==> src/rtl/cp0_ctrl.sv <==
// Coprocessor-0 / interrupt controller: STATUS, CAUSE, EPC, EHBASE, one synchronised
// external interrupt, and ERET/interrupt PC redirection for the ID stage.
module cp0_ctrl #(
    parameter logic [31:0] HANDLER_ADDR = 32'h0000_0100,
    parameter int unsigned HOLDOFF      = 3
) (
    input  logic        clk,
    input  logic        rst,
    input  logic        en,
    input  logic [1:0]  oper,
    input  logic [4:0]  addr_r,
    output logic [31:0] data_r,
    input  logic [4:0]  addr_w,
    input  logic [31:0] data_w,
    input  logic        ir_en,
    input  logic [31:0] ret_addr,
    input  logic        ir_in,
    output logic        jump_en,
    output logic [31:0] jump_addr
);

    localparam int CNT_W = (HOLDOFF < 1) ? 1 : $clog2(HOLDOFF + 1);
    localparam logic [CNT_W-1:0] HOLD_LOAD = CNT_W'(HOLDOFF);
    localparam logic [CNT_W-1:0] CNT_ZERO  = CNT_W'(0);
    localparam logic [CNT_W-1:0] CNT_ONE   = CNT_W'(1);

    localparam logic [1:0] OPER_MTC0 = 2'b01;
    localparam logic [1:0] OPER_ERET = 2'b10;

    localparam logic [0:0] ST_IDLE    = 1'b0;
    localparam logic [0:0] ST_HANDLER = 1'b1;

    localparam logic [4:0] REG_STATUS = 5'd12;
    localparam logic [4:0] REG_CAUSE  = 5'd13;
    localparam logic [4:0] REG_EPC    = 5'd14;
    localparam logic [4:0] REG_EHBASE = 5'd25;

    logic [0:0]       state_r;
    logic             ie_r;
    logic             exl_r;
    logic             ip_r;
    logic [31:0]      epc_r;
    logic [31:0]      ehbase_r;
    logic             sync1_r;
    logic             sync2_r;
    logic             sync3_r;
    logic [CNT_W-1:0] cnt_r;

    logic             rise_s;
    logic             mtc0_s;
    logic             take_s;
    logic             eret_s;

    // Event decode; take sees pre-write IE so a same-cycle MTC0 cannot enable itself
    always_comb begin
        rise_s = sync2_r & ~sync3_r;
        mtc0_s = en & (oper == OPER_MTC0);
        take_s = en & ir_en & ip_r & ie_r & ~exl_r & (cnt_r == CNT_ZERO) & (oper != OPER_ERET);
        eret_s = en & (oper == OPER_ERET) & (state_r == ST_HANDLER);
    end

    // Redirect and MFC0 read paths (no bypass of a same-cycle MTC0)
    always_comb begin
        jump_en = take_s | eret_s;
        if (take_s) begin
            jump_addr = ehbase_r;
        end else if (eret_s) begin
            jump_addr = epc_r;
        end else begin
            jump_addr = 32'h0000_0000;
        end
        case (addr_r)
            REG_STATUS: data_r = {30'd0, exl_r, ie_r};
            REG_CAUSE:  data_r = {21'd0, ip_r, 10'd0};
            REG_EPC:    data_r = epc_r;
            REG_EHBASE: data_r = ehbase_r;
            default:    data_r = 32'h0000_0000;
        endcase
    end

    // Two-flop synchroniser plus a third flop for rising-edge detection
    always_ff @(posedge clk or posedge rst) begin
        if (rst) begin
            sync1_r <= 1'b0;
            sync2_r <= 1'b0;
            sync3_r <= 1'b0;
        end else begin
            sync1_r <= ir_in;
            sync2_r <= sync1_r;
            sync3_r <= sync2_r;
        end
    end

    // Pending flag runs regardless of en; a fresh edge beats the clear on take
    always_ff @(posedge clk or posedge rst) begin
        if (rst) begin
            ip_r <= 1'b0;
        end else if (rise_s) begin
            ip_r <= 1'b1;
        end else if (take_s) begin
            ip_r <= 1'b0;
        end else begin
            ip_r <= ip_r;
        end
    end

    // Architectural registers, handler FSM and post-redirect holdoff counter
    always_ff @(posedge clk or posedge rst) begin
        if (rst) begin
            state_r  <= ST_IDLE;
            ie_r     <= 1'b0;
            exl_r    <= 1'b0;
            epc_r    <= 32'h0000_0000;
            ehbase_r <= HANDLER_ADDR;
            cnt_r    <= CNT_ZERO;
        end else begin
            if (mtc0_s && (addr_w == REG_STATUS)) begin
                ie_r <= data_w[0];
            end
            if (mtc0_s && (addr_w == REG_EHBASE)) begin
                ehbase_r <= {data_w[31:2], 2'b00};
            end
            if (take_s) begin
                state_r <= ST_HANDLER;
                exl_r   <= 1'b1;
                epc_r   <= ret_addr;
                cnt_r   <= HOLD_LOAD;
            end else if (eret_s) begin
                state_r <= ST_IDLE;
                exl_r   <= 1'b0;
                cnt_r   <= HOLD_LOAD;
            end else begin
                if (mtc0_s && (addr_w == REG_STATUS)) begin
                    exl_r <= data_w[1];
                end
                if (mtc0_s && (addr_w == REG_EPC)) begin
                    epc_r <= data_w;
                end
                if (en && (cnt_r != CNT_ZERO)) begin
                    cnt_r <= cnt_r - CNT_ONE;
                end
            end
        end
    end

endmodule

==> config.mk <==
export PLATFORM = sky130hd
export DESIGN_NAME = cp0_ctrl
export DESIGN_NICKNAME = d
export VERILOG_FILES = /design/src/rtl/cp0_ctrl.sv
export SDC_FILE = /design/constraint.sdc
export NUM_CORES = 1
export LEC_CHECK = 0
export CORE_MARGIN = 2
export CORE_UTILIZATION = 48
export CTS_CLUSTER_SIZE = 25
export DETAILED_ROUTE_END_ITERATION = 6
export PLACE_DENSITY = 0.95
export SLEW_MARGIN = 20
export SYNTH_ARGS = -nofsm -noshare
export SYNTH_HDL_FRONTEND = slang
export SYNTH_SLANG_ARGS = --single-unit
==> constraint.sdc <==
create_clock -name clk -period 5.9 [get_ports clk]
set_input_delay 1.18 -clock clk [delete_from_list [all_inputs] [get_ports clk]]
set_output_delay 1.18 -clock clk [all_outputs]
set_load 0.005 [all_outputs]
== Word level (Yosys, flattened, before mapping) ==
Index checks and enable logic that the tools add are counted.
Widths: inputs -> output; s select.
Word-level totals
  register bits after elaboration: 71
  bits of input ports: 81
  output and inout port bits: 65
  word-level logic and storage cells: 63
Cells by class
  $add $sub $neg: 1
  equality and inequality tests: 11
  muxes and demuxes: 16
  bitwise logic cells: 13
  reductions and logical operators: 12
Operator list (count)
  $mux 32: 5
  $pmux 32 s4: 1
  $eq 5x4->1 const B: 5
  $and 1x1->1: 10
  $eq 5x5->1 const B: 2
  $reduce_bool 2->1: 4
  $mux 1: 7
  $mux 2: 3
  $reduce_bool 3->1: 2
  $logic_and 1x1->1: 4
  $ne 2x2->1 const B: 2
  $eq 2x1->1 const B: 1
  $eq 2x2->1 const B: 1
  $logic_not 2->1: 1
  $not 1->1: 2
  $reduce_and 2->1: 1
  $sub 2x1->2 const B: 1
  $or 1x1->1: 1

== Logic depth before layout (Yosys ltp) ==
  depth after elaboration: 8
  mapped depth: 8
  mapped depth without buffers: 6

== Worst setup path before layout ==
Ideal clock, no wire load.
  kind: in2out
  start point: input port oper[1]
  end point: output port jump_addr[10]
  arrival time: 2205 ps
  required time: 4720 ps
  path slack: 2515 ps
  stages on the path: 5
  buffers on the path: 2
  path through: nor2b_1 and3_1 clkbuf_1 clkbuf_1 a22o_1
On the way
  longest elaborated chain between the ends: 5
  elaborated cells between the ends (all ways): 7
  classes of those cells: eq/ne: 2; mux: 2; bitwise: 3
Ends and longest elaborated chain
  start, declared: RTL line 10  | input logic [1:0] oper,
  $eq 2x2->1: RTL line 59  | eret_s = en & (oper == OPER_ERET) & (state_r == ST_HANDLER);
  $and 1x1->1 (2 in a row): RTL line 59
  $mux 32: RTL line 67  | end else if (eret_s) begin
  $mux 32 (*): RTL line 65  | if (take_s) begin
  end, declared: RTL line 19  | output logic [31:0] jump_addr
Mark *: on every way between the ends. The rest lies on a longest branch, timed or not.

== Worst setup path in the final report ==
  start point: input port addr_r[2]
  end point: output port data_r[11]
On the way
  longest elaborated chain between the ends: 2
  elaborated cells between the ends (all ways): 5
  classes of those cells: eq/ne: 4; mux: 1
Ends and longest elaborated chain
  start, declared: RTL line 11  | input logic [4:0] addr_r,
  $eq 5x5->1 or $eq 5x4->1 (tied branches): RTL line 72  | case (addr_r)
  $pmux 32 s4 (*): RTL line 72
  end, declared: RTL line 12  | output logic [31:0] data_r,
Marks and branches as above.

==> results.json <==
{
  "status": "finished, final reports clean",
  "synthTopCellsByCount": "dfrtp_1, a22o_1, mux2_2",
  "setup_viol_count_final": 0,
  "drive_gt1_frac": 0.183,
  "reg2reg_depth": 5,
  "async_reset_ff_frac": 1.00,
  "fin_cells": 540,
  "ys_seq_elements": 71,
  "placed_cells": 524,
  "clockRootBuffer": "clkbuf_8",
  "synth_top_family_by_area": "multiplexers",
  "grt_max_degree": 72,
  "route.detailed.drc": 0,
  "crit_path_max_fanout": 16,
  "die_w_um": 92.7,
  "startpoint": "addr_r[2]",
  "nNetsFinal": 515,
  "antenna_found_initial": 0,
  "leakage_nw": 2.44,
  "synth_compound_area_frac": 0.152,
  "r2r_start": "exl_r",
  "start_util": 0.491,
  "regToRegSetupSlack_ps": 3540,
  "ys.warnings.count": 0,
  "tightest_slew_ps": 970,
  "post_cts.repair.setup_buffers": 0,
  "grt_pass1_vias": 3226,
  "diodes": 0,
  "syn_area_um2": 3770,
  "cts_hold_buf": 0,
  "synthCells": 293,
  "dr.first_iter.drc_count": 158,
  "worstSetupEndpointType": "output port",
  "skew_ps": 3.20,
  "clk_latency_ps": 340,
  "routed_wl_mm": 9.93,
  "hold_viol": 0,
  "synth_cell_types": 32,
  "peakVddDrop_uv": 147,
  "num_vias": 3054,
  "report.final.slew_viol_count": 0,
  "vias_per_cell": 5.66,
  "fin_tns_setup_ps": 0,
  "hold_path_depth": 0,
  "cts-htree-levels": 3,
  "clock-sinks": 71,
  "gp_congestion": 0.803,
  "fmax_ghz": 0.204,
  "powerDensity_nw_per_um2": 222,
  "syn_to_final_growth_pct": 45.7,
  "cp.arrival_ps": 3720,
  "start_kind": "input pin",
  "postPlaceCellArea_um2": 5310,
  "synth_nets": 375,
  "hold_path.class": "reg2reg",
  "cp.required_ps": 4720,
  "ioPinCount": 146,
  "grtUsageTotal": 0.240,
  "numCtsBuffers": 9,
  "synthFlopType": "dfrtp_1",
  "yosysMostFrequentCell": "dfrtp_1",
  "synthAdderAreaFrac": 0.00332,
  "rsz0062_at_grt": "no",
  "synthTopCellsByArea": "dfrtp_1, mux2_2, a22o_1",
  "fin_crit_ps": 4900,
  "endpoint": "data_r[11]",
  "ant_nets": 0,
  "final.period_utilization": 0.830,
  "ctsResizeCount": 0,
  "ys_seq_area_frac": 0.471,
  "grt_overflow": 0,
  "clockBufferDepth": 2,
  "dieArea_um2": 8580,
  "synth_simple_gate_area_share": 0.0428,
  "synth_top_area_frac": 0.464,
  "drv_cap": 0,
  "synthXorXnorAreaFrac": 0.00232,
  "fillers": 564,
  "wl_per_cell_um": 18.4,
  "maxSlewHeadroom": 0.350,
  "muxShareOfSynthArea": 0.289,
  "die_h_um": 92.7,
  "dr.pass1.iters": 4,
  "grt_pass1_wl_mm": 16.0,
  "syn_area_per_cell_um2": 12.9,
  "hpwl_mm": 6.96,
  "coreArea_um2": 7690,
  "fin_area_um2": 5500,
  "rows": 32,
  "reg2reg_to": "epc_r[3]",
  "crit_type": "in2out",
  "path_clk_slew_ps": 70,
  "cts_tree": "yes",
  "synth_top_area_cell": "dfrtp_1",
  "post-route-util": 0.715,
  "synth_edf_count": 0,
  "port_buffers": 145
}
cells by family (layout without fill, tap and decap cells):
logic type,after synthesis,in the layout
mux,97,97
flops,71,71
compound gates,65,65
buf+inv,30,175
simple gates,28,28
fa+ha+maj,1,1
xor+xnor,1,1
layout make-up:
class	count	area, µm²	area share
Timing Repair Buffer	152	1520	0.276
Sequential cell	71	1780	0.323
Multi-Input combinational cell	192	1860	0.338
Clock buffer	12	145	0.0264
Tap cell	102	128	0.0232
Inverter	7	26.3	0.00478
Clock inverter	4	45.0	0.00819
power breakdown:
group	internal, W	leakage [nW]	switching (W)
Sequential	0.000571	0.943	0.0000621
Clock	0.000205	0.100	0.000170
Combinational	0.000132	1.39	0.0000774
Total	0.000908	2.44	0.000310
metrics by stage:
step	power, W	worst slack, ps	hold slack [ps]
global route	0.00129	875	370
floorplan	0.000741	2510	331
finish	0.00122	1000	352
global placement	0.000832	1100	338
detailed placement	0.000853	1010	336
CTS	0.00123	1010	352
critical path, cell delays in order:
cell	delay, ps
clkdlybuf4s50_1	490
nor2b_1	170
nand3b_1	170
nor2_2	610
buf_4	360
a22o_1	200
clkdlybuf4s50_1	520
flip-flops by register name (all words and copies together), names as in the netlist:
name,cells
epc_r,32
ehbase_r,30
cnt_r,2
exl_r,1
ie_r,1
ip_r,1
state_r,1
sync1_r,1
sync2_r,1
sync3_r,1
cells in the final DEF (no fill, tap or decap), types with 2 or more instances in the layout:
master           count
clkdlybuf4s50_1    145
dfrtp_1             70
a22o_1              59
mux2_2              53
mux2_1              42
clkbuf_8            10
inv_1                6
nand2_1              6
buf_4                6
nor2_1               4
nand4b_1             3
clkinv_2             3
nor2b_1              2
nand2b_1             2
nor3_1               2
mux2i_1              2
and2_1               2
clkbuf_1             2
metal layers:
layer | routed length, µm | GRT usage
met5 | 0 | 0
met4 | 306 | 0.105
met3 | 626 | 0.0496
met2 | 5050 | 0.421
met1 | 3950 | 0.286
worst min-delay path by stage:
stage                       start       to  slack, ps
after global routing      sync1_r  sync2_r        370
after CTS                 sync1_r  sync2_r        350
final                     sync1_r  sync2_r        350
after global placement    sync1_r  sync2_r        340
after floorplan           sync1_r  sync2_r        330
after detailed placement  sync1_r  sync2_r        340
No activity file was read; power rests on OpenSTA's default activity.
